File: src/rtl/instruction_encoder_pkg.sv
// Shared types for the instruction encoder: field formats, run-control states,
// RISC-V base opcodes and the field-bundle payload.
package encoder_pkg;

  localparam int unsigned INSTR_W = 32;

  typedef enum logic [2:0] {
    FMT_R = 3'd0,
    FMT_I = 3'd1,
    FMT_S = 3'd2,
    FMT_B = 3'd3,
    FMT_U = 3'd4,
    FMT_J = 3'd5
  } fmt_e;

  typedef enum logic [1:0] {
    IDLE  = 2'd0,
    RUN   = 2'd1,
    DRAIN = 2'd2,
    DONE  = 2'd3
  } state_e;

  localparam logic [6:0] OP_LOAD   = 7'h03;
  localparam logic [6:0] OP_IMM    = 7'h13;
  localparam logic [6:0] OP_AUIPC  = 7'h17;
  localparam logic [6:0] OP_STORE  = 7'h23;
  localparam logic [6:0] OP_REG    = 7'h33;
  localparam logic [6:0] OP_LUI    = 7'h37;
  localparam logic [6:0] OP_BRANCH = 7'h63;
  localparam logic [6:0] OP_JALR   = 7'h67;
  localparam logic [6:0] OP_JAL    = 7'h6F;

  // One field bundle as presented on the input handshake.
  typedef struct packed {
    logic [2:0]  fmt;
    logic [6:0]  opcode;
    logic [4:0]  rd;
    logic [2:0]  func3;
    logic [4:0]  rs1;
    logic [4:0]  rs2;
    logic [6:0]  func7;
    logic [19:0] imm;
  } instr_fields_t;

endpackage

File: src/rtl/instruction_encoder_instr_pack.sv
// instr_pack: combinational packer from a field bundle to a 32-bit RISC-V word.
// Ports: fields (bundle in), instr (packed word out),
//        illegal (only with ENC_CHECK_EN: fmt>5 or opcode[1:0]!=2'b11).
// Formats 6/7 pack as R-type.
module instr_pack
  import encoder_pkg::*;
(
  input  instr_fields_t        fields,
  output logic [INSTR_W-1:0]   instr
`ifdef ENC_CHECK_EN
  ,
  output logic                 illegal
`endif
);

  // Immediate scatter follows the RISC-V base encodings; B/J immediates are
  // already offset>>1.
  always_comb begin
    instr = '0;
    case (fields.fmt)
      FMT_I: instr = {fields.imm[11:0], fields.rs1, fields.func3, fields.rd, fields.opcode};
      FMT_S: instr = {fields.imm[11:5], fields.rs2, fields.rs1, fields.func3,
                      fields.imm[4:0], fields.opcode};
      FMT_B: instr = {fields.imm[11], fields.imm[9:4], fields.rs2, fields.rs1, fields.func3,
                      fields.imm[3:0], fields.imm[10], fields.opcode};
      FMT_U: instr = {fields.imm[19:0], fields.rd, fields.opcode};
      FMT_J: instr = {fields.imm[19], fields.imm[9:0], fields.imm[10], fields.imm[18:11],
                      fields.rd, fields.opcode};
      default: instr = {fields.func7, fields.rs2, fields.rs1, fields.func3, fields.rd,
                        fields.opcode};
    endcase
  end

`ifdef ENC_CHECK_EN
  always_comb begin
    illegal = (fields.fmt > 3'(FMT_J)) || (fields.opcode[1:0] != 2'b11);
  end
`endif

endmodule

File: src/rtl/instruction_encoder.sv
// instruction_encoder: packs field bundles into instructions and streams them
// into instruction memory through one registered output stage.
// Ports: clk, rst_n; start (session pulse); in_valid/in_ready/in_last + fields
//        (fmt, opcode, destination_reg, func3, source1_reg, source2_reg, func7,
//        immediate_data); mem_we/mem_addr/mem_wdata/mem_ready (memory side);
//        busy, done, overflow, word_count (status).
// Optional macro ENC_CHECK_EN adds illegal/err_count and drops illegal bundles.
module instruction_encoder
  import encoder_pkg::*;
#(
  parameter int unsigned ADDR_W    = 8,
  parameter int unsigned BASE_ADDR = 0,
  parameter int unsigned DEPTH     = 256
)(
  input  logic              clk,
  input  logic              rst_n,
  input  logic              start,
  input  logic              in_valid,
  output logic              in_ready,
  input  logic              in_last,
  input  logic [2:0]        fmt,
  input  logic [6:0]        opcode,
  input  logic [4:0]        destination_reg,
  input  logic [2:0]        func3,
  input  logic [4:0]        source1_reg,
  input  logic [4:0]        source2_reg,
  input  logic [6:0]        func7,
  input  logic [19:0]       immediate_data,
  output logic              mem_we,
  output logic [ADDR_W-1:0] mem_addr,
  output logic [31:0]       mem_wdata,
  input  logic              mem_ready,
  output logic              busy,
  output logic              done,
  output logic              overflow,
  output logic [ADDR_W:0]   word_count
`ifdef ENC_CHECK_EN
  ,
  output logic              illegal,
  output logic [7:0]        err_count
`endif
);

  localparam int unsigned CNT_W = ADDR_W + 1;
  localparam logic [CNT_W-1:0] DEPTH_C = CNT_W'(DEPTH);
  localparam logic [CNT_W-1:0] BASE_C  = CNT_W'(BASE_ADDR);
  localparam logic [CNT_W-1:0] END_C   = CNT_W'(BASE_ADDR + DEPTH);
  localparam logic [CNT_W-1:0] ONE_C   = CNT_W'(1);

  state_e               state_q, state_d;
  logic                 out_valid_q, out_valid_d;
  logic [INSTR_W-1:0]   out_data_q, out_data_d;
  logic [ADDR_W-1:0]    mem_addr_q, mem_addr_d;
  logic [CNT_W-1:0]     addr_q, addr_d;
  logic [CNT_W-1:0]     acc_cnt_q, acc_cnt_d;     // words committed + pending
  logic [CNT_W-1:0]     word_count_q, word_count_d;
  logic                 full_q, full_d;           // drain entered on DEPTH, not in_last
  logic                 overflow_q, overflow_d;
  logic                 done_q, done_d;
  logic                 busy_q, busy_d;
  logic                 in_ready_c, accept_c, write_c, fire_c;
  instr_fields_t        fields_c;
  logic [INSTR_W-1:0]   word_c;
`ifdef ENC_CHECK_EN
  logic                 illegal_c;
  logic                 illegal_q, illegal_d;
  logic [7:0]           err_count_q, err_count_d;
`endif

  always_comb begin
    fields_c.fmt    = fmt;
    fields_c.opcode = opcode;
    fields_c.rd     = destination_reg;
    fields_c.func3  = func3;
    fields_c.rs1    = source1_reg;
    fields_c.rs2    = source2_reg;
    fields_c.func7  = func7;
    fields_c.imm    = immediate_data;
  end

  instr_pack u_pack (
    .fields  (fields_c),
    .instr   (word_c)
`ifdef ENC_CHECK_EN
    ,
    .illegal (illegal_c)
`endif
  );

  // Input handshake and output-stage commit.
  always_comb begin
    in_ready_c = (state_q == RUN) && (!out_valid_q || mem_ready) && (acc_cnt_q < DEPTH_C);
    accept_c   = in_valid && in_ready_c;
    fire_c     = out_valid_q && mem_ready;
`ifdef ENC_CHECK_EN
    write_c    = accept_c && !illegal_c;
`else
    write_c    = accept_c;
`endif
  end

  // Run-control next state and datapath updates.
  always_comb begin
    state_d      = state_q;
    out_valid_d  = out_valid_q;
    out_data_d   = out_data_q;
    mem_addr_d   = mem_addr_q;
    addr_d       = addr_q;
    acc_cnt_d    = acc_cnt_q;
    word_count_d = word_count_q;
    full_d       = full_q;
    overflow_d   = overflow_q;
`ifdef ENC_CHECK_EN
    illegal_d    = illegal_q;
    err_count_d  = err_count_q;
`endif

    case (state_q)
      IDLE: begin
        if (start) begin
          state_d      = RUN;
          addr_d       = BASE_C;
          acc_cnt_d    = '0;
          word_count_d = '0;
          full_d       = 1'b0;
          overflow_d   = 1'b0;
`ifdef ENC_CHECK_EN
          illegal_d    = 1'b0;
          err_count_d  = '0;
`endif
        end
      end
      RUN: begin
        if (accept_c) begin
          if (in_last) begin
            state_d = DRAIN;
          end else if (write_c && (acc_cnt_q + ONE_C == DEPTH_C)) begin
            state_d = DRAIN;
            full_d  = 1'b1;
          end
        end
      end
      DRAIN: begin
        if (full_q && in_valid) overflow_d = 1'b1;
        if (!out_valid_q) state_d = DONE;
      end
      DONE:    state_d = IDLE;
      default: state_d = IDLE;
    endcase

    if (fire_c) begin
      out_valid_d  = 1'b0;
      word_count_d = word_count_q + ONE_C;
      if (addr_q < END_C) addr_d = addr_q + ONE_C;
    end

    // A new word loads while the previous one commits, so it takes the next address.
    if (write_c) begin
      out_valid_d = 1'b1;
      out_data_d  = word_c;
      mem_addr_d  = ADDR_W'(fire_c ? addr_q + ONE_C : addr_q);
      acc_cnt_d   = acc_cnt_q + ONE_C;
    end

`ifdef ENC_CHECK_EN
    if (accept_c && illegal_c) begin
      illegal_d = 1'b1;
      if (err_count_q != 8'hFF) err_count_d = err_count_q + 8'd1;
    end
`endif

    done_d = (state_d == DONE);
    busy_d = (state_d != IDLE);
  end

  always_ff @(posedge clk or negedge rst_n) begin
    if (!rst_n) begin
      state_q      <= IDLE;
      out_valid_q  <= 1'b0;
      out_data_q   <= '0;
      mem_addr_q   <= '0;
      addr_q       <= BASE_C;
      acc_cnt_q    <= '0;
      word_count_q <= '0;
      full_q       <= 1'b0;
      overflow_q   <= 1'b0;
      done_q       <= 1'b0;
      busy_q       <= 1'b0;
`ifdef ENC_CHECK_EN
      illegal_q    <= 1'b0;
      err_count_q  <= '0;
`endif
    end else begin
      state_q      <= state_d;
      out_valid_q  <= out_valid_d;
      out_data_q   <= out_data_d;
      mem_addr_q   <= mem_addr_d;
      addr_q       <= addr_d;
      acc_cnt_q    <= acc_cnt_d;
      word_count_q <= word_count_d;
      full_q       <= full_d;
      overflow_q   <= overflow_d;
      done_q       <= done_d;
      busy_q       <= busy_d;
`ifdef ENC_CHECK_EN
      illegal_q    <= illegal_d;
      err_count_q  <= err_count_d;
`endif
    end
  end

  assign in_ready   = in_ready_c;
  assign mem_we     = out_valid_q;
  assign mem_addr   = mem_addr_q;
  assign mem_wdata  = out_data_q;
  assign busy       = busy_q;
  assign done       = done_q;
  assign overflow   = overflow_q;
  assign word_count = word_count_q;
`ifdef ENC_CHECK_EN
  assign illegal    = illegal_q;
  assign err_count  = err_count_q;
`endif

endmodule

File: config.mk
export PLATFORM = sky130hd
export DESIGN_NAME = instruction_encoder
export DESIGN_NICKNAME = d
export VERILOG_FILES = /design/src/rtl/instruction_encoder_pkg.sv /design/src/rtl/instruction_encoder_instr_pack.sv /design/src/rtl/instruction_encoder.sv
export SDC_FILE = /design/constraint.sdc
export NUM_CORES = 1
export LEC_CHECK = 0
export CAP_MARGIN = 40
export CORE_MARGIN = 2
export CORE_UTILIZATION = 64
export CTS_BUF_LIST = sky130_fd_sc_hd__clkbuf_16
export CTS_CLUSTER_DIAMETER = 50
export DETAILED_ROUTE_END_ITERATION = 12
export DONT_BUFFER_PORTS = 1
export PLACE_DENSITY = 0.83
export REMOVE_ABC_BUFFERS = 1
export SYNTH_ARGS = -nofsm -noshare
export SYNTH_HDL_FRONTEND = slang
export SYNTH_SLANG_ARGS = --single-unit
File: constraint.sdc
create_clock -name clk -period 1.93 [get_ports clk]
set_clock_uncertainty 0.15 [all_clocks]
set_input_delay 0.386 -clock clk [delete_from_list [all_inputs] [get_ports clk]]
set_output_delay 0.386 -clock clk [all_outputs]
set_load 0.01 [all_outputs]
* Word-level counts from Yosys, hierarchy flattened
Cells that the tools add are included.
Word-level totals: register bits after elaboration 74, bits of input ports 61, output and inout bits 54, word-level logic and storage cells 77
Operators by class: add/sub/neg operators 3, $lt $le $gt $ge 2, equal/unequal tests 15, multiplexer cells 25, reduce and logical (&&, ||, !) cells 21
Operator list (number):
- 32-bit one-hot mux with 5 select lines | 1
- 9-bit 2-to-1 mux | 8
- 9-bit by 1-bit adder with 9-bit output, second input constant | 3
- 9-bit less-than comparator, second input constant | 2
- 2-bit nonzero test | 8
- 2-bit 2-to-1 mux | 5
- 9-bit == test, second input constant | 1
- 8-bit 2-to-1 mux | 1
- 2-bit inequality test, second input constant | 4
- 2-bit one-hot mux with 4 select lines | 1
- 1-bit 2-to-1 mux | 7
- 2-bit == test, second input constant | 3
- 3-bit by 2-bit == test with 1-bit output, second input constant | 2
- 3-bit == test, second input constant | 2
- 1-bit logical AND | 6
- 5-bit AND reduction | 1
- 1-bit one-hot mux with 2 select lines | 2
- 2-bit AND reduction | 2
- 3-bit by 1-bit == test with 1-bit output, second input constant | 1
- 3-bit AND reduction | 1
- 2-bit by 1-bit == test with 1-bit output, second input constant | 1
- 2-bit zero test | 1
- 2-bit by 1-bit inequality test with 1-bit output, second input constant | 1
- 1-bit zero test | 1
- 1-bit logical OR | 1

* Depth between registers and ports, before layout
Gate-level depths: netlist (run 1).
depth after elaboration 11, mapped depth 7, gate-level depth less buffers 5

* Cells and area by module
A second synthesis (run 1) with hierarchy kept.
Unflattened totals: cell total of the unflattened synthesis 434, area total of the unflattened synthesis 4235.3 µm²
By module, submodules not included:
- instruction_encoder | times used 1, cells each 298, area an instance 3330.7 µm², sequential area each 1851.8 µm²
- instr_pack | times used 1, cells each 136, area an instance 904.6 µm², sequential area each 0.0 µm²

* Least setup slack after synthesis (run 1)
No wires, ideal clock.
path kind reg-to-output, start point reg out_valid_q, in the netlist mem_we, end point out in_ready, arrival 1.060 ns, data required time 1.394 ns, setup slack 0.334 ns, cell stages (with the launch flop) 3, path buffers 0, path through dfrtp_1 > nand2b_1 > nor4bb_1
Between the ends: word-level cells in the longest chain between the ends 4
RTL lines:
- from (decl) | line instruction_encoder.sv:51 | logic out_valid_q, out_valid_d;
- from (signal assigned) | line instruction_encoder.sv:195 | out_valid_q <= out_valid_d;
- 1-bit zero test
- 1-bit logical OR | line instruction_encoder.sv:92 | in_ready_c = (state_q == RUN) && (!out_valid_q || mem_ready) && (acc_cnt_q < DEPTH_C);
- 1-bit logical AND (2 in a row) | line instruction_encoder.sv:92
- to (decl) | line instruction_encoder.sv:19 | output logic in_ready,
No other way between the ends.

* Worst setup path after layout (run 1)
Ends and elaborated chain as after synthesis.

==> summary.txt, run 1 <==
Floorplan
  • Initial Utilization: 0.6568
  • Row cnt: 29
  • Die W: 84.26 um
  • Die span in y: around 84 um
  • Core area: roughly 6300 sq um
  • Die area: approximately 7000 sq um
  • IO Count: 115

Global route
  • Total gr overflow: 0
  • Total track usage: 0.2721
  • Vias in the first global route: between 3,000 and 4,000
  • Grt peak-use layer: met2
  • Largest net degree at the start of global routing: 75
  • First-pass GRT wire length: 15,570 um
  • Grt met1 use: 0.3481
  • Initial antenna violation count: 0
  • Met2 Usage GRT: 0.4365
  • Met3 usage: 0.08850

Cells and area
  • ANT cells: 0
  • Share of layout cells above drive strength 1: 0.08715
  • Commonest non-fill, non-tap cell in the layout: nand2_1
  • Final nets: 519
  • Final instance area: about 4500 sq um
  • Most frequent cells in the layout: nand2_1 (77), dfrtp_1 (71), o21ai_0 (47), a21oi_1 (35), nor2_1 (32)
  • Final non-filler cell total: 536
  • Area delta synth->final: 8.710%
  • Post-Route Utilization: 0.7140

Placed design
  • Port Buffer Count: 0
  • Sum of net half-perimeters after detailed placement: between 6000 and 7000 um
  • Placed Instance Area: 4130 sq um
  • Place WS: between 0.1 and 0.15 ns
  • Placed cell count: 520
  • GPL Wtd Cong: ~0.87

Pwr
  • Pleak: between 2 and 2.5 nW
  • Share of total power in combinational logic: 0.234
  • Power Density: roughly 1300 nW/um^2
  • Sequential Power Share: 0.462
  • Switch Pwr: a little over 2 mW
  • Clk pwr share: 0.304
  • Sw Ratio: 0.3501
  • Power, Total: between 5 and 6 mW
  • Peak supply drop: between 0.0008 and 0.0009 V
  • Cell Int Power: roughly 3.8 mW

Clock network
  • CTS Buf Count: 9
  • H-Tree Depth: 3
  • Root buf cell: clkbuf_16
  • Buffer depth of the longest clock path: 2
  • Worst-Skew Late Latency: 0.33 ns
  • CTS Sinks: between 70 and 80
  • Setup Buffers After CTS: 0
  • CTS clock-pin slew for the worst setup and hold paths: 0.06 ns
  • CTS tree: done

Route
  • WL final: approximately 9400 um
  • Initial DRC count: 167
  • Post-DRT Antenna Nets: 0
  • Via-per-instance ratio: roughly 6.2
  • Wire length per cell: ~17 um
  • Via count: roughly 3,300
  • Pre-antenna DRT Iters: 4
  • Remaining DRCs: 0

Critical path
  • WS Path Type: register to output port
  • Critical path arrival: ~1.4 ns
  • Critical Path Slowest Stage Cell: dfrtp_2
  • Register-to-Register Path Depth: 5
  • CP endpoint kind: output port
  • Cell depth of the worst setup path: 3
  • CP required: ~1.4 ns
  • CP Launch Point: mem_we
  • Critical path's largest stage delay: 0.46 ns
  • Worst r2r src: state_q[1]
  • Family with the most delay on the worst path: flip-flops
  • Buf+Inv Stages, Crit Path: 1
  • R2R Setup Slk: around 0.11 ns
  • Setup crit end: in_ready
  • Crit-path cells: nand2b_4 > nor4bb_4 > buf_4
  • Peak fanout along the critical path: 6
  • R2R Path End: mem_wdata[30]
  • Crit path launch type: register

Synth
  • Ys Warns: 0
  • FF+latch count, synth: 74
  • Unique masters post-synth: 51
  • Post-Syn Area: 4123 sq um
  • Post-synthesis async set-or-reset flop share: 1.000
  • Top_reg_cell synth: dfrtp_1
  • Post-synth EDFFs: 0
  • Sequential area share after synthesis: 0.4492
  • Mapped Cells: around 470
  • Synth Area per Inst: just under 9 sq um

STA
  • Final Hold Violating Endpoints: 74
  • WHS: -0.4023 ns
  • Crit path time final: roughly 1.9 ns
  • Max Clock Freq: ~0.53 GHz
  • Setup WS post-layout: approximately 0.04 ns
  • RSZ-0062 raised after global routing: yes
  • Setup TNS: 0 ns
  • Slew @ Worst Pin: roughly 0.45 ns
  • Final setup viols: 0
  • Relative slew margins: 0.6964
  • Final period util: 0.9796
  • Slew Viols, Final: 0

Status
  • Failing checks: negative hold slack
  • Status: finished, violations left

Job
  • Max-cap violation count: 0

Worst hold path
  • Worst Hold Class: input port to async pin
==> cell type report <==
class,instances,area (sq um)
Inverter,4,15.01
Tap cell,77,96.34
Sequential cell,74,1856
Clock buffer,9,225.2
Multi-Input combinational cell,354,2088
Fill cell,458,1795
Clock inverter,7,93.84
Timing Repair Buffer,11,107.6
==> synthesized netlist by cell type (all sizes together) (4+ instances only) <==
| master | count | area [sq um] |
|---|---|---|
| nand2 | 78 | 292.8 |
| xnor2 | 5 | 43.79 |
| a21o | 11 | 82.58 |
| a211oi | 17 | 127.6 |
| inv | 4 | 15.01 |
| a31oi | 13 | 81.33 |
| buf | 30 | 180.2 |
| nand2b | 8 | 50.05 |
| nand4 | 6 | 37.54 |
| clkbuf | 5 | 18.77 |
| xor2 | 5 | 43.79 |
| nand3 | 13 | 65.06 |
| mux2i | 22 | 220.2 |
| o21ai | 48 | 240.2 |
| and3 | 5 | 31.28 |
| nor3 | 6 | 35.03 |
| ha | 4 | 50.05 |
| and2 | 4 | 25.02 |
| a21oi | 35 | 175.2 |
| dfrtp | 74 | 1852 |
| nor2 | 32 | 120.1 |
| nor2b | 7 | 43.79 |
==> power groups by stage <==
stage / sequential [mW] / clock [mW] / combinational, mW
global placement: 2.69 / 0 / 1.29
global route: 2.77 / 1.87 / 1.58
CTS: 2.69 / 1.80 / 1.36
finish: 2.71 / 1.78 / 1.38
floorplan: 2.58 / 0 / 0.959
detailed placement: 2.71 / 0 / 1.35
==> cell families after synthesis <==
family,share of synthesized area
buf+inv,0.05190
compound gates,0.2067
flops,0.4492
simple gates,0.1973
fa+ha+maj,0.01214
mux,0.06161
xor+xnor,0.02124
==> sequential cells by signal, indices dropped and copies added, names as in the netlist <==
register	cells
mem_we	1
state_q	2
addr_q	9
full_q	1
busy	1
word_count	9
done	1
mem_addr	8
acc_cnt_q	9
overflow	1
mem_wdata	32
==> timing repair <==
item	in CTS	in global routing
endpoints found under the hold margin	74	74
endpoints found under the setup margin	1	4
gates resized for setup	1	6
==> worst min-delay path by stage <==
stage	slack (ns)	cells after the start	from	end
final	-0.40	0	rst_n	full_q
after global routing	-0.41	0	rst_n	word_count[3]
after CTS	-0.41	0	rst_n	word_count[2]
after detailed placement	-0.06	0	rst_n	full_q
after global placement	-0.06	0	rst_n	mem_wdata[5]
after floorplan	-0.06	0	rst_n	acc_cnt_q[0]
==> per-layer routing <==
layer	vias to the layer above	wire length, um
li1	1623	-
met1	1559	3840
met2	144	4482
met3	14	887
met4	0	146
met5	-	0
==> worst register-to-register path: cells and delay by family, from the launching register on <==
kind	cells	cell delay, ns
compound gates	2	0.28
simple gates	2	0.57
flops	1	0.49
buf+inv	1	0.21
Power figures use the tool's default switching activity.
==> run 2, diff against run 1 <==
--- a/config.mk
+++ b/config.mk
@@ -5,14 +5,15 @@
 export SDC_FILE = /design/constraint.sdc
 export NUM_CORES = 1
 export LEC_CHECK = 0
+export ABC_AREA = 1
 export CAP_MARGIN = 40
 export CORE_MARGIN = 2
-export CORE_UTILIZATION = 64
+export CORE_UTILIZATION = 63
 export CTS_BUF_LIST = sky130_fd_sc_hd__clkbuf_16
-export CTS_CLUSTER_DIAMETER = 50
+export CTS_CLUSTER_DIAMETER = 80
 export DETAILED_ROUTE_END_ITERATION = 12
 export DONT_BUFFER_PORTS = 1
-export PLACE_DENSITY = 0.83
+export PLACE_DENSITY = 0.82
 export REMOVE_ABC_BUFFERS = 1
 export SYNTH_ARGS = -nofsm -noshare
 export SYNTH_HDL_FRONTEND = slang
==> run 2 against run 1 <==
Net effect:
- the run still ends with negative hold slack left
- core utilization is 0.18 points lower
- clock-buffer cell count stayed put
- combinational power is 13% higher
- sequential share of layout area is 3.1 points higher
- via count is 2.2% lower
- fmax is 4.5% higher
- clock power hardly changed
- area after synthesis is 8.9% lower
==> summary.txt, run 2 <==
Status
  • Status: finished, violations left
  • Failing checks: negative hold slack

Critical path
  • Peak fanout along the critical path: 4 (-2)
  • CP Launch Point: state_q[1]
  • R2R Path End: word_count[8]
  • Setup crit end: in_ready
  • Register-to-Register Path Depth: 10 (+5)
  • R2R Setup Slk: 0.17 ns (+0.06 ns)
  • Worst r2r src: word_count[0]
  • WS Path Type: register to output port
  • Critical path arrival: 1.27 ns (-0.08 ns)
  • Crit path launch type: register
  • CP required: 1.39 ns (about the same)
  • CP endpoint kind: output port

Floorplan
  • Core area: 5851 sq um (-6.8%)
  • Die area: 6598 sq um (-7.1%)
  • Row cnt: 28 (-3.4%)
  • IO Count: 115 (unchanged)
  • Initial Utilization: 0.6422 (-0.01455)
  • Die span in y: 81.23 um (-3.6%)
  • Die W: 81.23 um (-3.6%)

Route
  • Initial DRC count: 200 (+20%)
  • Pre-antenna DRT Iters: 5 (+1)
  • Post-DRT Antenna Nets: 0 (unchanged)
  • Remaining DRCs: 0 (unchanged)
  • WL final: 9257 um (-1.0%)
  • Via count: 3,266 (-2.2%)
  • Wire length per cell: 16.74 um (-4.1%)
  • Via-per-instance ratio: 5.906 (-5.2%)

Worst hold path
  • Worst Hold Class: input port to async pin

Cells and area
  • Area delta synth->final: 10.89%
  • Max reg flops: 32 (unchanged)
  • ANT cells: 0 (unchanged)
  • Commonest non-fill, non-tap cell in the layout: nand2_1
  • Share of layout cells above drive strength 1: 0.07531 (-0.01183)
  • Fillers: 471 (+2.8%)
  • Most frequent cells in the layout: nand2_1 (88), dfrtp_1 (72), nor2_1 (66), inv_1 (52), a21oi_1 (41)
  • Final nets: 538 (+3.7%)

Clock network
  • Root buf cell: clkbuf_16
  • Worst-Skew Late Latency: 0.33 ns (about the same)
  • CTS Buf Count: 9 (unchanged)
  • CTS tree: done
  • H-Tree Depth: 3 (unchanged)
  • CTS clock-pin slew for the worst setup and hold paths: 0.06 ns (about the same)
  • CTS Sinks: 74 (unchanged)
  • Buffer depth of the longest clock path: 2 (unchanged)

Pwr
  • Power Density: 1474 nW/um^2 (+13%)
  • Pleak: 1.938 nW (-3.3%)
  • Peak supply drop: 0.0009985 V (+23%)

STA
  • Max Clock Freq: 0.5525 GHz (+4.5%)
  • Final setup viols: 0 (unchanged)
  • Final Hold Violating Endpoints: 74 (unchanged)
  • Crit path time final: 1.810 ns (-0.08056 ns)
  • Relative slew margins: 0.6400 (-0.05636)
  • Slew @ Worst Pin: 0.5344 ns (+0.08057 ns)
  • Slew Viols, Final: 0 (unchanged)
  • Setup WS post-layout: 0.1199 ns (+0.08056 ns)
  • WHS: -0.4031 ns (-0.0007730 ns)
  • Final period util: 0.9379 (-0.04174)
  • RSZ-0062 raised after global routing: no

Synth
  • Sequential area share after synthesis: 0.4928 (+0.04368)
  • Unique masters post-synth: 29 (-43%)
  • Top post-synthesis cells by count: nand2_1 (88), dfrtp_1 (74), nor2_1 (66)
  • Synth area leader: dfrtp_1
  • Yosys top cell area share: 0.4928 (+0.04368)
  • Most frequent cell after synthesis: nand2_1
  • Mapped Cells: 468 (+0.21%)
  • Post-synth EDFFs: 0 (unchanged)
  • Synth top area cells: dfrtp_1 (49%), nand2_1 (8.8%), nor2_1 (6.6%)
  • Synth Area per Inst: 8.029 sq um (-9.1%)
  • Top_reg_cell synth: dfrtp_1
  • Post-synthesis async set-or-reset flop share: 1.000 (unchanged)
  • FF+latch count, synth: 74 (unchanged)
  • Ys Warns: 0 (unchanged)
  • Post-Syn Area: 3757 sq um (-8.9%)

Placed design
  • Port Buffer Count: 0 (unchanged)
  • Place WS: 0.1284 ns (-0.002685 ns)
  • GPL Wtd Cong: 0.8677 (-0.60%)
  • Sum of net half-perimeters after detailed placement: 6699 um (+5.4%)

Global route
  • Initial antenna violation count: 0 (unchanged)
  • First-pass GRT wire length: 14,950 um (-3.9%)
  • Vias in the first global route: 3,281 (unchanged)
  • Largest net degree at the start of global routing: 75 (unchanged)
  • Total track usage: 0.2971 (+0.02502)
  • Total gr overflow: 0 (unchanged)

Job
  • Max-cap violation count: 0 (unchanged)
run 2: changes by cell type in the layout (fill, tap and decap cells not counted), moves of 7 or more:
cell and change:
o21ai_0 -24, nand3_1 +16, nor2b_1 -7, a21o_1 -11, nand2_1 +11, mux2i_1 -22, nor2_1 +34, nand2b_1 -7
inv_1 +47, o22ai_1 +25
run 2: worst min path at each step:
stage                      from       endpoint  slack [ns]  cells after the start
after floorplan           rst_n   acc_cnt_q[0]       -0.06                      0
after global placement    rst_n   acc_cnt_q[0]       -0.06                      0
after detailed placement  rst_n       overflow       -0.06                      0
after CTS                 rst_n   mem_wdata[7]       -0.41                      0
after global routing      rst_n       overflow       -0.41                      0
final                     rst_n  word_count[0]       -0.40                      0
run 2: repair_timing:
| item | CTS | global route |
|---|---|---|
| buffers inserted | 0 | 0 |
| hold endpoints to repair | 74 | 74 |
| setup endpoints to repair | 0 | 1 |
| gates resized for setup | 0 | 2 |
run 2: cell families after synthesis:
kind of cell             count (synthesis)  synth area share
AO/OA/AOI/OAI                          117            0.1802
XOR/XNOR                                 8           0.01865
adder cells (fa/ha/maj)                  4           0.01332
buffers and inverters                   72           0.08058
flip-flops                              74            0.4928
AND/OR/NAND/NOR                        193            0.2145
run 2: report_power, final:
part	total, mW	leakage, nW	internal [mW]	switching (mW)
registers	2.80	0.918	2.11	0.691
logic	1.56	0.870	0.599	0.966
clock network	1.77	0.149	1.13	0.646
total	6.14	1.94	3.84	2.30
run 2: per-layer routing:
metal  vias up  GRT usage  share of wire
li1       1585          -              -
met1      1536     0.3511           0.39
met2       131     0.5066           0.51
met3        14    0.08333          0.084
met4         0     0.1288          0.020
met5         -          0              0
run 2: layout make-up:
| type | instances | area [sq um] | area share |
|---|---|---|---|
| sequential | 74 | 1854 | 0.4450 |
| inverter | 56 | 210.2 | 0.05045 |
| tap | 75 | 93.84 | 0.02252 |
| timing repair buffer | 10 | 87.58 | 0.02102 |
| clock inverter | 7 | 92.59 | 0.02222 |
| multi-input combinational | 322 | 1603 | 0.3847 |
| clock buffer | 9 | 225.2 | 0.05405 |
run 2: through the flow:
step / power (mW) / TNS, ns / std cells / utilization / area, sq um
after floorplan: 3.806 / -11.76 / 452 / - / 3665
after global placement: 4.286 / 0 / 537 / 0.6574 / 3846
after CTS: 6.163 / 0 / 553 / 0.7117 / 4164
after detailed placement: 4.374 / 0 / 537 / 0.6574 / 3846
final: 6.139 / 0 / 553 / 0.7121 / 4167
after global routing: 6.549 / 0 / 553 / 0.7121 / 4167
run 2: worst max-delay path, stage by stage, from the launching register on:
cell	delay (ns)
dfrtp_1	0.39
inv_1	0.08
nand2_1	0.10
nor3_1	0.38
==> run 3, diff against run 2 <==
--- a/config.mk
+++ b/config.mk
@@ -8,13 +8,15 @@
 export ABC_AREA = 1
 export CAP_MARGIN = 40
 export CORE_MARGIN = 2
-export CORE_UTILIZATION = 63
+export CORE_UTILIZATION = 23
 export CTS_BUF_LIST = sky130_fd_sc_hd__clkbuf_16
 export CTS_CLUSTER_DIAMETER = 80
+export CTS_CLUSTER_SIZE = 24
 export DETAILED_ROUTE_END_ITERATION = 12
 export DONT_BUFFER_PORTS = 1
-export PLACE_DENSITY = 0.82
+export PLACE_DENSITY = 0.39
 export REMOVE_ABC_BUFFERS = 1
 export SYNTH_ARGS = -nofsm -noshare
 export SYNTH_HDL_FRONTEND = slang
+export SYNTH_HIERARCHICAL = 1
 export SYNTH_SLANG_ARGS = --single-unit
==> run 3 against run 2 <==
Net effect:
- the flow still finishes with violations (negative hold slack)
- global-route usage down 17 points
- flip-flop and latch count unchanged
- core utilization down 45 points
- register-to-register slack better by 0.03 ns
- die area grew to 3.0 times the previous value
- largest cell class is now multi-input combinational cells
==> summary.txt, run 3 <==
STA
  • Final Hold Violating Endpoints: 74 (unchanged)
  • Crit path time final: 1.770 ns (-0.04034 ns)
  • Setup WS post-layout: 0.1602 ns (+0.04033 ns)
  • Final period util: 0.9170 (-0.02090)
  • Slew Viols, Final: 0 (unchanged)
  • WHS: -0.4148 ns (-0.01177 ns)
  • RSZ-0062 raised after global routing: no
  • Max Clock Freq: 0.5650 GHz (+2.3%)
  • Relative slew margins: 0.6384 (-0.001599)
  • Slew @ Worst Pin: 0.5423 ns (+0.007973 ns)
  • Final setup viols: 0 (unchanged)

Floorplan
  • Die W: 140.0 um (+72%)
  • Initial Utilization: 0.2359 (-0.4063)
  • IO Count: 115 (unchanged)
  • Row cnt: 49 (+75%)
  • Core area: 18,020 sq um (+210%)
  • Die area: 19,590 sq um (+200%)
  • Die span in y: 140.0 um (+72%)

Cells and area
  • Max reg flops: 32 (unchanged)
  • Area delta synth->final: 11.97%
  • Final non-filler cell total: 782 (+41%)
  • Final nets: 615 (+14%)
  • Commonest non-fill, non-tap cell in the layout: nand2_1
  • Most frequent cells in the layout: nand2_1 (222), dfrtp_1 (73), nand3_1 (42), nor2_1 (32), inv_1 (31)
  • Share of layout cells above drive strength 1: 0.09946 (+0.02414)
  • ANT cells: 0 (unchanged)
  • Post-Route Utilization: 0.2642 (-0.4480)

Synth
  • Post-synthesis async set-or-reset flop share: 1.000 (unchanged)
  • FF+latch count, synth: 74 (unchanged)
  • Sequential area share after synthesis: 0.4354 (-0.05742)
  • Synth top area cells: dfrtp_1 (44%), nand2_1 (20%), nand3_1 (4.9%)
  • Post-Syn Area: 4253 sq um (+13%)
  • Ys Warns: 6 (+6)
  • Synth area leader: dfrtp_1
  • Post-synth EDFFs: 0 (unchanged)
  • Top_reg_cell synth: dfrtp_1
  • Mapped Cells: 554 (+18%)
  • Most frequent cell after synthesis: nand2_1
  • Synth Area per Inst: 7.677 sq um (-4.4%)
  • Top post-synthesis cells by count: nand2_1 (222), dfrtp_1 (74), nand3_1 (42)
  • Unique masters post-synth: 35 (+21%)
  • Yosys top cell area share: 0.4354 (-0.05742)

Route
  • Via count: 3,635 (+11%)
  • Wire length per cell: 15.68 um (-6.3%)
  • Initial DRC count: 254 (+27%)
  • Via-per-instance ratio: 4.648 (-21%)
  • Remaining DRCs: 0 (unchanged)
  • Post-DRT Antenna Nets: 0 (unchanged)
  • Pre-antenna DRT Iters: 4 (-1)
  • WL final: 12,260 um (+32%)

Global route
  • Largest net degree at the start of global routing: 75 (unchanged)
  • Initial antenna violation count: 0 (unchanged)
  • Total track usage: 0.1272 (-0.1699)
  • Total gr overflow: 0 (unchanged)
  • First-pass GRT wire length: 19,730 um (+32%)
  • Vias in the first global route: 3,682 (+12%)

Placed design
  • Place WS: 0.1611 ns (+0.03268 ns)
  • GPL Wtd Cong: 0.8261 (-4.8%)
  • Sum of net half-perimeters after detailed placement: 8808 um (+31%)
  • Port Buffer Count: 0 (unchanged)
  • Placed cell count: 761 (+42%)

Critical path
  • Peak fanout along the critical path: 5 (+1)
  • CP endpoint kind: output port
  • Critical path arrival: 1.23 ns (-0.04 ns)
  • Crit path launch type: register
  • R2R Setup Slk: 0.20 ns (+0.03 ns)
  • WS Path Type: register to output port
  • CP required: 1.39 ns (about the same)

Clock network
  • H-Tree Depth: 3 (unchanged)
  • Buffer depth of the longest clock path: 2 (unchanged)
  • CTS Buf Count: 9 (unchanged)
  • CTS clock-pin slew for the worst setup and hold paths: 0.06 ns (about the same)
  • CTS Sinks: 74 (unchanged)
  • Hold-fix buffers, CTS: 7
  • Setup Buffers After CTS: 0 (unchanged)
  • Root buf cell: clkbuf_16
  • Worst-Skew Late Latency: 0.34 ns (about the same)
  • CTS tree: done

Job
  • Max-cap violation count: 0 (unchanged)

Pwr
  • Peak supply drop: 0.0004943 V (-51%)
  • Pleak: 2.307 nW (+19%)
  • Power Density: 1302 nW/um^2 (-12%)

Status
  • Status: finished, violations left
  • Failing checks: negative hold slack

Worst hold path
  • Worst Hold Class: input port to async pin
-- run 3: changes by cell type in the layout (fill, tap and decap cells not counted), sizes merged, moves of 2 or more --
cell	delta
o211ai	+10
a31oi	-8
inv	-18
a211oi	-12
a21oi	-28
dlygate4sd3	+7
nand4	+23
a41oi	-2
o22ai	-23
nor2	-29
nand3	+15
nand2	+138
-- run 3: power breakdown --
part / leakage, nW / total (mW) / internal (mW) / switching (mW)
Combinational: 1.21 / 1.59 / 0.584 / 1.00
Sequential: 0.953 / 2.78 / 2.09 / 0.688
Clock: 0.147 / 1.84 / 1.12 / 0.716
-- run 3: cells by family after synthesis --
kind of cell | after synthesis | share of synthesized area
AND/OR/NAND/NOR | 341 | 0.3583
multiplexers | 1 | 0.002354
AO/OA/AOI/OAI | 56 | 0.08355
adder cells (fa/ha/maj) | 4 | 0.01177
XOR/XNOR | 8 | 0.01648
flip-flops | 74 | 0.4354
buffers and inverters | 70 | 0.09209
-- run 3: repair_timing --
action,CTS,global route
hold endpoints to repair,81,74
gates resized for setup,0,1
endpoints found under the setup margin,0,1
-- run 3: through the flow --
step	hold WS, ns	power (mW)	TNS [ns]	area [sq um]
6_report	-0.4148	6.198	0	4762
5_1_grt	-0.4354	6.670	0	4762
4_1_cts	-0.4328	6.332	0	4761
3_5_place_dp	-0.05605	4.434	0	4384
3_3_place_gp	-0.05618	4.408	0	4384
2_1_floorplan	-0.05959	3.779	-21.85	4018
-- run 3: worst max-delay path, stage by stage, from the launching register on --
cell     delay [ns]
dfrtp_1        0.47
inv_2          0.08
nor2_2         0.04
nor3_1         0.13
buf_4          0.17
-- run 3: cell type report --
cell class	count	area (sq um)
Clock buffer	9	225.2
Inverter	39	156.4
Fill cell	2001	13260
Timing Repair Buffer	16	150.1
Multi-Input combinational cell	410	2009
Tap cell	229	286.5
Clock inverter	5	81.33
Sequential cell	74	1853
-- run 3: path summary, 6_finish.rpt --
path                               startpoint            end  cells after the start
worst min-delay path                    rst_n       overflow                      0
worst max-delay path                   mem_we       in_ready                      4
worst max register to register  word_count[1]  word_count[8]                     10
worst min register to register         full_q         full_q                      2
min in group clk                    mem_ready         mem_we                      3
max in group asynchronous               rst_n  word_count[0]                      0
-- run 3: per-layer routing --
| layer | wire length (um) | GRT usage | up-vias |
|---|---|---|---|
| met1 | 5417 | 0.1562 | 1715 |
| met5 | 0 | 0 | - |
| li1 | - | - | 1788 |
| met2 | 5545 | 0.1979 | 118 |
| met3 | 1047 | 0.04923 | 14 |
| met4 | 250 | 0.05737 | 0 |
